File: src/rtl/hazard_scoreboard.sv
// ---------------------------------------------------------------------------
// hazard_scoreboard
//
// Register-dependency scoreboard for the in-order pipelined core. Each
// post-decode stage (entry 0 = EX, youngest ... entry STAGES-1 = WB, oldest)
// keeps a destination record {valid, wen, wsel, is_load}. The decode slot's
// sources are compared against every record to produce the decode stall
// (hold PC and IF/ID, insert a bubble) and, optionally, forwarding selects.
//
// Build option:
//   FORWARD_PATH_EN  defined   -> forwarding selects are driven; only a
//                                 load-use on entry 0 stalls.
//                    undefined -> selects tied to 0; any match stalls.
//
// Ports:
//   CLK, nRST                  clock, asynchronous active-low reset
//   advance                    pipeline enable; records shift only when high
//   dec_valid .. dec_is_load   decode-slot instruction description
//   flush_dec                  squash the decode slot
//   flush_mask[STAGES]         squash entry i (pre-shift)
//   stall                      combinational decode stall / bubble request
//   fwd_rs_sel, fwd_rt_sel     0 = register file, k = forward from entry k-1
//   inflight, busy             registered count of valid writers, != 0 flag
// ---------------------------------------------------------------------------
module hazard_scoreboard #(
    parameter int STAGES = 3,
    parameter int REG_W  = 5,
    parameter int SEL_W  = $clog2(STAGES + 1)
) (
    input  logic              CLK,
    input  logic              nRST,
    input  logic              advance,
    input  logic              dec_valid,
    input  logic [REG_W-1:0]  dec_rs,
    input  logic [REG_W-1:0]  dec_rt,
    input  logic              dec_use_rs,
    input  logic              dec_use_rt,
    input  logic              dec_wen,
    input  logic [REG_W-1:0]  dec_wsel,
    input  logic              dec_is_load,
    input  logic              flush_dec,
    input  logic [STAGES-1:0] flush_mask,
    output logic              stall,
    output logic [SEL_W-1:0]  fwd_rs_sel,
    output logic [SEL_W-1:0]  fwd_rt_sel,
    output logic [SEL_W-1:0]  inflight,
    output logic              busy
);

    typedef struct packed {
        logic             valid;
        logic             wen;
        logic [REG_W-1:0] wsel;
        logic             is_load;
    } entry_t;

    entry_t             ent_q [STAGES];
    entry_t             ent_d [STAGES];
    logic [SEL_W-1:0]   inflight_q, inflight_d;
    logic               busy_q;
    logic [STAGES-1:0]  hit_rs, hit_rt;

    // Register 0 is hardwired, so a write to it never produces a hazard.
    always_comb begin
        for (int i = 0; i < STAGES; i++) begin
            hit_rs[i] = dec_valid & dec_use_rs & ent_q[i].valid & ent_q[i].wen &
                        (ent_q[i].wsel != '0) & (ent_q[i].wsel == dec_rs);
            hit_rt[i] = dec_valid & dec_use_rt & ent_q[i].valid & ent_q[i].wen &
                        (ent_q[i].wsel != '0) & (ent_q[i].wsel == dec_rt);
        end
    end

`ifdef FORWARD_PATH_EN
    logic [SEL_W-1:0] rs_sel, rt_sel;

    // Scan oldest to youngest so the youngest duplicate destination wins.
    always_comb begin
        rs_sel = '0;
        rt_sel = '0;
        for (int i = STAGES - 1; i >= 0; i--) begin
            if (hit_rs[i]) rs_sel = SEL_W'(i + 1);
            if (hit_rt[i]) rt_sel = SEL_W'(i + 1);
        end
    end

    // Only a load still in EX cannot be forwarded; everything else bypasses.
    assign stall      = ~flush_dec & ent_q[0].is_load & (hit_rs[0] | hit_rt[0]);
    assign fwd_rs_sel = rs_sel;
    assign fwd_rt_sel = rt_sel;
`else
    assign stall      = ~flush_dec & ((|hit_rs) | (|hit_rt));
    assign fwd_rs_sel = '0;
    assign fwd_rt_sel = '0;
`endif

    // Squash is applied to the pre-shift records, so a squashed instruction
    // keeps moving down the pipe as a bubble.
    always_comb begin
        for (int i = 0; i < STAGES; i++) begin
            ent_d[i]       = ent_q[i];
            ent_d[i].valid = ent_q[i].valid & ~flush_mask[i];
        end
        if (advance) begin
            for (int i = STAGES - 1; i > 0; i--) begin
                ent_d[i] = ent_d[i-1];
            end
            if (dec_valid & ~flush_dec & ~stall) begin
                ent_d[0].valid   = 1'b1;
                ent_d[0].wen     = dec_wen;
                ent_d[0].wsel    = dec_wsel;
                ent_d[0].is_load = dec_is_load;
            end else begin
                ent_d[0] = '0;
            end
        end
        inflight_d = '0;
        for (int i = 0; i < STAGES; i++) begin
            if (ent_d[i].valid & ent_d[i].wen) inflight_d = inflight_d + SEL_W'(1);
        end
    end

    always_ff @(posedge CLK or negedge nRST) begin
        if (!nRST) begin
            for (int i = 0; i < STAGES; i++) ent_q[i] <= '0;
            inflight_q <= '0;
            busy_q     <= 1'b0;
        end else begin
            for (int i = 0; i < STAGES; i++) ent_q[i] <= ent_d[i];
            inflight_q <= inflight_d;
            busy_q     <= (inflight_d != '0);
        end
    end

    assign inflight = inflight_q;
    assign busy     = busy_q;

endmodule

File: config.mk
export PLATFORM = sky130hd
export DESIGN_NAME = hazard_scoreboard
export DESIGN_NICKNAME = d
export VERILOG_FILES = /design/src/rtl/hazard_scoreboard.sv
export SDC_FILE = /design/constraint.sdc
export NUM_CORES = 1
export LEC_CHECK = 0
export ABC_CLOCK_PERIOD_IN_PS = 5600
export CORE_MARGIN = 8
export CORE_UTILIZATION = 50
export DETAILED_ROUTE_END_ITERATION = 10
export PLACE_DENSITY = 0.9
export SLEW_MARGIN = 20
export SYNTH_ARGS = -nofsm -noshare
export SYNTH_HDL_FRONTEND = slang
export SYNTH_SLANG_ARGS = --single-unit
File: constraint.sdc
create_clock -name CLK -period 5.6 [get_ports CLK]
set_clock_uncertainty 0.2 [all_clocks]
set_input_delay 1.12 -clock CLK [delete_from_list [all_inputs] [get_ports CLK]]
set_output_delay 1.12 -clock CLK [all_outputs]
set_load 0.005 [all_outputs]
# Word level (Yosys, flattened, before mapping)
# Index checks and enable logic that the tools add are counted.
[word_totals] regBits=27 latchBits=0 ram_bits=0 rom_bits=0 wordCells=74 mem_count=0
[op_classes] addsub=2 mul=0 n_div=0 order_cmp=0 eq_ne=6 n_shift=0 n_mux=5 bitwise=41 reduce_logical=6
[ops] op="bitwise AND 1 bit" n=35
[ops] op="equality test 5 bit" n=6
[ops] op="two-way mux 24 bit" n=1
[ops] op="nonzero test 5 bit" n=3
[ops] op="two-way mux 8 bit" n=1
[ops] op="OR reduction 3 bit" n=2
[ops] op="NOT 1 bit" n=5
[ops] op="adder 2 x 1 -> 2 bit, second input constant" n=2
[ops] op="two-way mux 2 bit" n=2
[ops] op="nonzero test 2 bit" n=1
[ops] op="two-way mux 1 bit" n=1
[ops] op="bitwise OR 1 bit" n=1

# Longest topological paths before layout
# Gate-level depths: netlist (run 1).
[depth] word_depth=19 mapped_depth=9 mapped_depth_nobuf=9

# Worst setup path after synthesis (run 1)
# OpenSTA, ideal clock, no wires.
[synth_path] kind="input port to output port" start="input port dec_rt[4]" end="output port stall" arrival_ps=2136 required_time_ps=4280 path_slack_ps=2144 path_stages=5 n_path_buf=0 cell_sequence="xor2_1 > nor4_1 > a22oi_1 > o22ai_2 > o21ba_2"
[synth_via] elab_chain_cells=5 elab_cells_between_ends=9 classes_between="eq/ne (3); bitwise (5); reduce/logical (1)"
[synth_lines] element="start: declaration" line_no="35" source="input logic [REG_W-1:0] dec_rt,"
[synth_lines] element="equality test 5 bit" line_no="69" source="(ent_q[i].wsel != '0) & (ent_q[i].wsel == dec_rt);"
[synth_lines] element="bitwise AND 1 bit" line_no="69"
[synth_lines] element="OR reduction 3 bit *" line_no="91" source="assign stall = ~flush_dec & ((|hit_rs) | (|hit_rt));"
[synth_lines] element="bitwise OR 1 bit *" line_no="91"
[synth_lines] element="bitwise AND 1 bit *" line_no="91"
[synth_lines] element="end: declaration" line_no="43" source="output logic stall,"
# Mark *: on every way between the ends. The rest lies on a longest branch, timed or not.

# Worst setup path after layout (run 1)
# Ends and elaborated chain as after synthesis.

==> results of run 1 <==
through the flow:
stage                     cell area, um^2  std cells  setup slack (ns)  power (W)  util [%]
after floorplan                      1481        146             2.144  0.0002452         -
after global placement               1772        199            0.9308  0.0002774     63.70
after detailed placement             1772        199            0.8097  0.0002829     63.70
after CTS                            1824        203            0.8031  0.0004061     65.59
after global routing                 1814        203            0.7212  0.0004203     65.23
final                                1814        203            0.7925  0.0004018     65.23
state kept, by name (all words and copies together), names as in the netlist:
name	flops
busy	1
ent_q	21
inflight	2
per-layer routing:
layer,share of wire [%],track usage (%),up-vias
li1,-,-,554
met1,39,16.09,585
met2,52,24.14,35
met3,5.7,3.249,10
met4,2.7,6.473,0
met5,0,0,-
power by group:
| group | leakage, nW | switching (W) | internal, W |
|---|---|---|---|
| Sequential | 0.325 | 0.0000172 | 0.000185 |
| Combinational | 0.513 | 0.0000349 | 0.0000418 |
| Clock | 0.0279 | 0.0000506 | 0.0000724 |
| Total | 0.865 | 0.000103 | 0.000299 |
cell families (layout without fill, tap and decap cells):
family | after synthesis | in the layout | share of synthesized area [%]
other cells | 1 | 4 | 0.2551
mux | 13 | 13 | 9.787
xor+xnor | 31 | 31 | 18.47
buf+inv | 17 | 43 | 5.446
fa+ha+maj | 2 | 2 | 1.702
compound gates | 20 | 20 | 11.06
flops | 24 | 24 | 40.85
simple gates | 35 | 35 | 12.43
cell type report:
cell class	count	area, um^2
clock buffer	3	22.52
clock inverter	1	30.03
fill	236	967.2
inverter	9	33.78
multi-input combinational	105	800.8
sequential	24	600.6
tap	31	38.79
timing repair buffer	30	287.8
Yosys cell counts (all sizes together):
master | count | share of area, %
o2111ai | 1 | 0.60
nand2 | 4 | 1.0
inv | 9 | 2.3
o211ai | 2 | 1.4
o21ba | 1 | 0.68
dfrtp | 24 | 41
nor2b | 2 | 0.85
or3 | 1 | 0.43
or4 | 2 | 1.0
conb | 1 | 0.26
xor2 | 31 | 18
mux2i | 2 | 1.4
nor2 | 8 | 2.0
o21a | 1 | 0.51
o22ai | 2 | 1.3
ha | 2 | 1.7
buf | 6 | 2.6
mux2 | 11 | 8.4
a21oi | 1 | 0.34
a22oi | 3 | 1.5
o31ai | 1 | 0.51
nand3 | 7 | 2.4
clkbuf | 2 | 0.51
nor4 | 6 | 2.6
nor3 | 1 | 0.34
nand2b | 2 | 0.85
nor3b | 1 | 0.51
o32ai | 6 | 3.6
o21ai | 2 | 0.68
or2 | 1 | 0.43
worst min-delay path by stage:
| stage | end | slack, ns | cells after the start |
|---|---|---|---|
| 2_1_floorplan | ent_q[6]$_DFF_PN0_ | 0.31 | 2 |
| 3_3_place_gp | ent_q[6]$_DFF_PN0_ | 0.34 | 2 |
| 3_5_place_dp | ent_q[14]$_DFF_PN0_ | 0.35 | 1 |
| 4_1_cts | ent_q[14]$_DFF_PN0_ | 0.38 | 1 |
| 5_1_grt | ent_q[14]$_DFF_PN0_ | 0.41 | 1 |
| 6_report | ent_q[14]$_DFF_PN0_ | 0.39 | 1 |
==> run_results.csv, run 1 <==
group,metric,value,unit
synthesis,yosysSeqAreaShare,40.85,%
critical_path,path_buf_inv,2,
grt,grt_pass1_vias,1237,
clock_tree,clock_latency,0.32,ns
clock_tree,clkTransAtPathRegs,0.13,ns
die,io_pins,35,
synthesis,syn_avg_cell_area,10.28,um^2
clock_tree,clockRootBuffer,"clkbuf_4",
critical_path,crit_type,"in -> out",
detailed_routing,ant_nets,0,
detailed_routing,route.detailed.drc,0,
timing,post-route-period-util,85.85,%
critical_path,crit_end,"stall",
critical_path,startpoint_type,"input pin",
critical_path,crit_cells,7,
timing,finalMaxSlewViolations,0,
critical_path,slowest_delay,0.50,ns
grt,grt_max_degree,31,
finish,layout.cells.most_common_list,"31 x xor2_1, 27 x clkdlybuf4s50_1, 24 x dfrtp_1, 11 x mux2_2, 9 x inv_1",
pwr,p_leak,0.8652,nW
critical_path,end_kind,"output pin",
grt,antenna_found_initial,0,
critical_path,rr_startpoint,"ent_q[21]$_DFFE_PN0P_",
placed_design,gp_congestion,0.8374,
finish,mostFrequentLayoutCell,"xor2_1",
die,die_w,70.23,um
detailed_routing,vias,1184,
timing,hold_ws,0.3880,ns
clock_tree,cts_tree,"done",
timing,hold_violations,0,
placed_design,portBuffers,29,
timing,setup_violations,0,
clock_tree,ctsHoldBuffers,0,
critical_path,cpMostUsedCell,"clkdlybuf4s50_1",
critical_path,cp_max_fo,7,
detailed_routing,wirelength,3532,um
critical_path,cp_cell_sequence,"clkdlybuf4s50_1 > xor2_1 > nor4_1 > a22oi_1 > nor2_1 > o21ba_2 > clkdlybuf4s50_1",
clock_tree,post_cts_resized,0,
die,coreArea,2781,um^2
clock_tree,postCtsSetupBuffers,0,
detailed_routing,wl_per_cell,17.40,um
critical_path,critPathArrivalTime,3.49,ns
min_path,hp-class,"reg -> reg",
timing,worstMarginPinSlew,0.5558,ns
timing,period_minus_slack,4.808,ns
synthesis,syn_inst,143,
min_path,worstHoldStart,"ent_q[22]$_DFF_PN0_",
die,num_rows,19,
critical_path,r2r_cells,9,
finish,diodes,0,
grt,grt_use_total,14.09,%
critical_path,slowest_stage,"clkdlybuf4s50_1",
placed_design,dp_hpwl,2770,um
die,start_util,52.86,%
status,status,"completed",
job,cap_violations,0,
detailed_routing,via_per_inst,5.833,
timing,slew_headroom,62.94,%
timing,rsz0062_at_grt,"no",
critical_path,critPathTopFamily,"buffers and inverters",
critical_path,crit_start,"dec_rt[4]",
critical_path,required,4.28,ns
pwr,power_density,221.4,nW/um^2
critical_path,r2r_end,"busy$_DFF_PN0_",
grt,grt-ovfl-total,0,
detailed_routing,drt_iter0_markers,36,
synthesis,synth.ff_latch_count,24,
synthesis,synth_cell_types,34,
synthesis,synth_warnings,0,
critical_path,r2r_slack,2.84,ns
die,die_y,70.23,um
finish,nets,202,
finish,syn_to_final_growth,23.40,%
grt,grt_pass1_wl,5761,um
detailed_routing,first_pass_iters,4,
clock_tree,numCtsBuffers,3,
pwr,vdd_drop_max,0.0001935,V
die,dieArea,4932,um^2
clock_tree,htree_levels,1,
synthesis,netlist_area,1470,um^2
timing,fmax,0.2080,GHz
timing,setup_tns,0,ns
finish,final_layout_size_suffix_gt1_share,12.79,%
clock_tree,cts_sinks,24,
clock_tree,clockBufferDepth,2,
No activity file was read; power rests on OpenSTA's default activity.
==> run 2, diff against run 1 <==
--- a/config.mk
+++ b/config.mk
@@ -9,7 +9,8 @@
 export CORE_MARGIN = 8
 export CORE_UTILIZATION = 50
 export DETAILED_ROUTE_END_ITERATION = 10
-export PLACE_DENSITY = 0.9
+export HOLD_SLACK_MARGIN = 0.06
+export PLACE_DENSITY = 0.86
 export SLEW_MARGIN = 20
 export SYNTH_ARGS = -nofsm -noshare
 export SYNTH_HDL_FRONTEND = slang
==> run 2 against run 1 <==
Compared with the run above:
- utilization fell by 1.1 points
- clock-buffer cell count did not move
- fmax rose by 1.1%
- cell count fell by 0.49%
- via count fell by 4.2%
- total power fell by 13%
- die area did not move
- sequential power barely moved
- hold slack got worse by 0.0045 ns
- cell area fell by 1.7%
- global-route usage fell by 0.10 points
- worst setup slack improved by 0.054 ns
- critical path type unchanged
- largest cell class unchanged
- largest power group unchanged
==> run_results.csv, run 2 (synthesis results as in run 1) <==
group,metric,value,unit
die,num_rows,19,
critical_path,cpMostUsedCell,"clkdlybuf4s50_1",
critical_path,crit_type,"in -> out",
critical_path,critPathArrivalTime,3.43,ns
critical_path,path_buf_inv,2,
grt,busiest_layer,"met2",
critical_path,required,4.28,ns
timing,post-route-period-util,84.88,%
pwr,total_power,0.0003485,W
pwr,p_leak,0.8511,nW
die,dieArea,4932,um^2
timing,slew_headroom,62.78,%
die,start_util,52.86,%
clock_tree,clockBufferDepth,2,
timing,finalMaxSlewViolations,0,
die,coreArea,2781,um^2
grt,antenna_found_initial,0,
placed_design,gp_congestion,0.8387,
grt,met2_usage,23.74,%
pwr,power_density,195.3,nW/um^2
finish,fillCellCount,232,
grt,grt_pass1_wl,5706,um
finish,nets,202,
finish,largest_register,"ent_q",
timing,setup_tns,0,ns
clock_tree,cts_sinks,24,
finish,syn_to_final_growth,21.36,%
die,die_w,70.23,um
critical_path,slowest_stage,"clkdlybuf4s50_1",
die,io_pins,35,
timing,fin_ws,0.8469,ns
placed_design,dpl_cell_area,1772,um^2
detailed_routing,wirelength,3440,um
critical_path,r2r_cells,9,
critical_path,crit_cells,7,
timing,hold_ws,0.3835,ns
timing,fmax,0.2104,GHz
detailed_routing,route.detailed.drc,0,
critical_path,startpoint_type,"input pin",
detailed_routing,first_pass_iters,4,
timing,period_minus_slack,4.753,ns
critical_path,slowest_delay,0.50,ns
placed_design,dp_hpwl,2646,um
detailed_routing,vias,1134,
die,die_y,70.23,um
detailed_routing,wl_per_cell,17.03,um
placed_design,pre_cts_ws,0.9014,ns
detailed_routing,drt_iter0_markers,73,
clock_tree,ctsHoldBuffers,0,
clock_tree,clock_latency,0.31,ns
critical_path,cp_cell_sequence,"clkdlybuf4s50_1 > xor2_1 > nor4_1 > a22oi_1 > nor2_1 > o21ba_2 > clkdlybuf4s50_1",
status,status,"completed",
grt,use_met1,16.06,%
grt,grt_util_met3,3.955,%
clock_tree,numCtsBuffers,3,
critical_path,critPathTopFamily,"buffers and inverters",
finish,stdcell_area,1784,um^2
timing,rsz0062_at_grt,"no",
timing,hold_violations,0,
finish,layout.cells.most_common_list,"31 x xor2_1, 27 x clkdlybuf4s50_1, 24 x dfrtp_1, 11 x mux2_2, 9 x inv_1",
grt,grt-ovfl-total,0,
critical_path,cp_max_fo,7,
finish,diodes,0,
detailed_routing,ant_nets,0,
job,cap_violations,0,
placed_design,portBuffers,29,
grt,grt_use_total,13.99,%
clock_tree,post_cts_resized,0,
clock_tree,postCtsSetupBuffers,0,
clock_tree,clockRootBuffer,"clkbuf_4",
min_path,hold_path_depth,2,
grt,grt_max_degree,31,
clock_tree,clkTransAtPathRegs,0.11,ns
finish,mostFrequentLayoutCell,"xor2_1",
critical_path,end_kind,"output pin",
pwr,vdd_drop_max,0.0002042,V
timing,setup_violations,0,
clock_tree,htree_levels,1,
grt,grt_pass1_vias,1186,
finish,final_layout_size_suffix_gt1_share,12.28,%
min_path,hp-class,"reg -> reg",
clock_tree,cts_tree,"done",
detailed_routing,via_per_inst,5.614,
finish,largest_register_ff_count,21,
timing,worstMarginPinSlew,0.5582,ns
## run 2: path summary, 6_finish.rpt
kind / startpoint / endpoint / slack, ns
hold reg to reg: ent_q[6]$_DFF_PN0_ / ent_q[6]$_DFF_PN0_ / 0.38
max in group asynchronous: nRST / ent_q[13]$_DFFE_PN0P_ / 4.28
setup / recovery: dec_rt[4] / stall / 0.85
setup reg to reg: ent_q[21]$_DFFE_PN0P_ / busy$_DFF_PN0_ / 2.79
hold / removal: ent_q[6]$_DFF_PN0_ / ent_q[6]$_DFF_PN0_ / 0.38
min in group asynchronous: nRST / ent_q[23]$_DFF_PN0_ / 0.57
## run 2: metal layers
| metal | vias to the layer above | wire [um] |
|---|---|---|
| li1 | 551 | - |
| met1 | 541 | 1501 |
| met2 | 35 | 1636 |
| met3 | 7 | 239 |
| met4 | 0 | 63 |
| met5 | - | 0 |
## run 2: layout make-up
type | instances | area [um^2] | share of cell area [%]
clock buffer | 3 | 22.52 | 1.262
inverter | 9 | 33.78 | 1.893
multi-input combinational | 105 | 800.8 | 44.88
sequential | 24 | 600.6 | 33.66
tap | 31 | 38.79 | 2.174
timing repair buffer | 30 | 287.8 | 16.13
## run 2: power breakdown
part	internal, W	total, W	leakage [nW]	switching, W
logic	0.0000418	0.0000758	0.513	0.0000340
registers	0.000185	0.000202	0.325	0.0000168
clock network	0.0000252	0.0000710	0.0138	0.0000458
## run 2: worst reg2reg max path, stage by stage, from the launching register on
cell,delay [ns]
dfrtp_1,0.48
xor2_1,0.19
nor4_1,0.40
a22oi_1,0.21
o22ai_2,0.19
buf_4,0.19
o21a_1,0.14
ha_1,0.23
xor2_1,0.17
or2_2,0.29
## run 2: per-stage QoR
step / utilization (%) / cells
finish: 64.15 / 202
global route: 64.15 / 202
CTS: 64.51 / 202
detailed placement: 63.70 / 199
global placement: 63.70 / 199
floorplan: - / 146
==> run 3, diff against run 2 <==
--- a/config.mk
+++ b/config.mk
@@ -5,12 +5,12 @@
 export SDC_FILE = /design/constraint.sdc
 export NUM_CORES = 1
 export LEC_CHECK = 0
-export ABC_CLOCK_PERIOD_IN_PS = 5600
+export ABC_CLOCK_PERIOD_IN_PS = 3850
 export CORE_MARGIN = 8
-export CORE_UTILIZATION = 50
+export CORE_UTILIZATION = 44
 export DETAILED_ROUTE_END_ITERATION = 10
 export HOLD_SLACK_MARGIN = 0.06
-export PLACE_DENSITY = 0.86
+export PLACE_DENSITY = 0.81
 export SLEW_MARGIN = 20
 export SYNTH_ARGS = -nofsm -noshare
 export SYNTH_HDL_FRONTEND = slang
==> constraint.sdc (replaced) <==
create_clock -name CLK -period 3.85 [get_ports CLK]
set_clock_uncertainty 0.2 [all_clocks]
set_input_delay 0.77 -clock CLK [delete_from_list [all_inputs] [get_ports CLK]]
set_output_delay 0.77 -clock CLK [all_outputs]
set_load 0.005 [all_outputs]
==> run 3 against run 2 <==
Compared with the run above:
- first-iteration DRC count shrank 40%
- clock-buffer cell count unchanged
- via count is 3.4% higher
- clock power up 49%
- sequential share of layout area down 1.4 points
- largest power group unchanged
- highest routed layer unchanged
==> run_results.csv, run 3 (synthesis results as in run 1) <==
group,metric,value,unit
clock_tree,ctsHoldBuffers,0,
timing,worstMarginPinSlew,0.5984,ns
die,coreArea,3284,um^2
grt,grt-ovfl-total,0,
detailed_routing,vias,1173,
detailed_routing,via_per_inst,5.332,
critical_path,startpoint_type,"input pin",
pwr,vdd_drop_max,0.0001056,V
job,cap_violations,0,
pwr,power_density,279.1,nW/um^2
timing,setup_violations,0,
detailed_routing,ant_nets,0,
placed_design,portBuffers,29,
critical_path,cp_cell_sequence,"clkdlybuf4s50_1 > xor2_1 > nor4_2 > a22oi_2 > o22ai_2 > o21ba_2 > clkdlybuf4s50_1",
clock_tree,cts_sinks,24,
grt,grt_use_total,13.81,%
critical_path,critPathArrivalTime,2.80,ns
clock_tree,clockBufferDepth,2,
finish,largest_register,"ent_q",
pwr,power_frac_comb,23.1,%
clock_tree,numCtsBuffers,3,
critical_path,end_kind,"output pin",
timing,period_minus_slack,3.774,ns
detailed_routing,wirelength,3574,um
pwr,sw_frac_of_total,28.85,%
finish,nets,205,
pwr,p_seq_share,56.5,%
die,die_y,73.81,um
die,io_pins,35,
critical_path,cpMostUsedCell,"clkdlybuf4s50_1",
die,num_rows,21,
finish,syn_to_final_growth,26.55,%
timing,setup_tns,0,ns
placed_design,pre_cts_ws,-0.05177,ns
pwr,switching_power,0.0001498,W
grt,grt_max_degree,25,
timing,rsz0062_at_grt,"no",
die,start_util,44.76,%
finish,fillCellCount,300,
timing,post-route-period-util,98.01,%
placed_design,gp_congestion,0.9015,
clock_tree,htree_levels,1,
clock_tree,clockRootBuffer,"clkbuf_4",
grt,grt_pass1_wl,5878,um
finish,mostFrequentLayoutCell,"xor2_1",
detailed_routing,drt_iter0_markers,44,
critical_path,cp_max_fo,3,
timing,hold_violations,0,
clock_tree,cts_tree,"done",
timing,fin_ws,0.07647,ns
pwr,p_leak,0.8685,nW
finish,largest_register_ff_count,21,
timing,fmax,0.2650,GHz
grt,antenna_found_initial,0,
timing,finalMaxSlewViolations,0,
finish,final_layout_size_suffix_gt1_share,16.09,%
critical_path,slowest_stage,"clkdlybuf4s50_1",
pwr,p_int,0.0003695,W
detailed_routing,wl_per_cell,16.25,um
timing,hold_ws,0.2064,ns
grt,grt_pass1_vias,1266,
detailed_routing,route.detailed.drc,0,
status,status,"completed",
critical_path,slowest_delay,0.49,ns
pwr,p_clk_share,20.4,%
critical_path,required,2.88,ns
finish,diodes,0,
critical_path,crit_type,"in -> out",
min_path,hp-class,"in -> async",
clock_tree,clock_latency,0.31,ns
die,die_w,73.81,um
die,dieArea,5447,um^2
finish,layout.cells.most_common_list,"31 x xor2_1, 28 x clkdlybuf4s50_1, 24 x dfrtp_1, 11 x mux2_2, 9 x inv_1",
detailed_routing,first_pass_iters,4,
timing,slew_headroom,59.98,%
clock_tree,clkTransAtPathRegs,0.13,ns
[run 3: power groups by stage]
| stage | Clock [W] | Sequential [W] | Combinational (W) |
|---|---|---|---|
| 4_1_cts | 0.000109 | 0.000293 | 0.000116 |
| 3_5_place_dp | 0 | 0.000298 | 0.000114 |
| 6_report | 0.000106 | 0.000294 | 0.000120 |
| 2_1_floorplan | 0 | 0.000290 | 0.0000664 |
| 3_3_place_gp | 0 | 0.000298 | 0.000108 |
| 5_1_grt | 0.000117 | 0.000296 | 0.000132 |
[run 3: critical path, delay by kind of cell]
kind	cells	cell delay (ns)
AO/OA/AOI/OAI	3	0.44
XOR/XNOR	1	0.19
buffers and inverters	2	0.98
AND/OR/NAND/NOR	1	0.41
[run 3: cell type report]
cell class / instances / area, um^2 / area share [%]
Multi-Input combinational cell: 105 / 830.8 / 44.65
Sequential cell: 24 / 600.6 / 32.28
Timing Repair Buffer: 33 / 315.3 / 16.95
Tap cell: 46 / 57.56 / 3.093
Inverter: 9 / 33.78 / 1.816
Clock buffer: 3 / 22.52 / 1.210
[run 3: what timing repair did]
item / in CTS / in global routing
cloned: 0 / 0
pin swaps: 0 / 1
gates resized for setup: 1 / 4
buffers inserted: 0 / 0
setup endpoints to repair: 1 / 1
[run 3: through the flow]
step / util [%] / cells / area [um^2] / power [W]
2_1_floorplan: - / 146 / 1481 / 0.0003566
3_3_place_gp: 55.20 / 217 / 1813 / 0.0004057
3_5_place_dp: 55.20 / 217 / 1813 / 0.0004115
4_1_cts: 56.08 / 220 / 1842 / 0.0005183
5_1_grt: 56.65 / 220 / 1861 / 0.0005455
6_report: 56.65 / 220 / 1861 / 0.0005194
[run 3: layer usage]
layer | up-vias | global-route usage [%] | wire length (um)
met4 | 0 | 7.761 | 95
met3 | 8 | 1.637 | 163
met2 | 33 | 23.62 | 1751
li1 | 564 | - | -
met1 | 568 | 16.18 | 1564
met5 | - | 0 | 0
[run 3: final timing paths]
| path | endpoint | cells after the start | slack, ns | start |
|---|---|---|---|---|
| setup / recovery | stall | 7 | 0.08 | dec_rt[1] |
| hold / removal | ent_q[19]$_DFFE_PN0P_ | 1 | 0.21 | nRST |
| setup reg to reg | busy$_DFF_PN0_ | 7 | 1.02 | ent_q[2]$_DFFE_PN0P_ |
| hold reg to reg | ent_q[14]$_DFF_PN0_ | 1 | 0.37 | ent_q[22]$_DFF_PN0_ |
| max in group asynchronous | ent_q[12]$_DFFE_PN0P_ | 1 | 2.89 | nRST |
| min in group CLK | ent_q[14]$_DFF_PN0_ | 1 | 0.37 | ent_q[22]$_DFF_PN0_ |
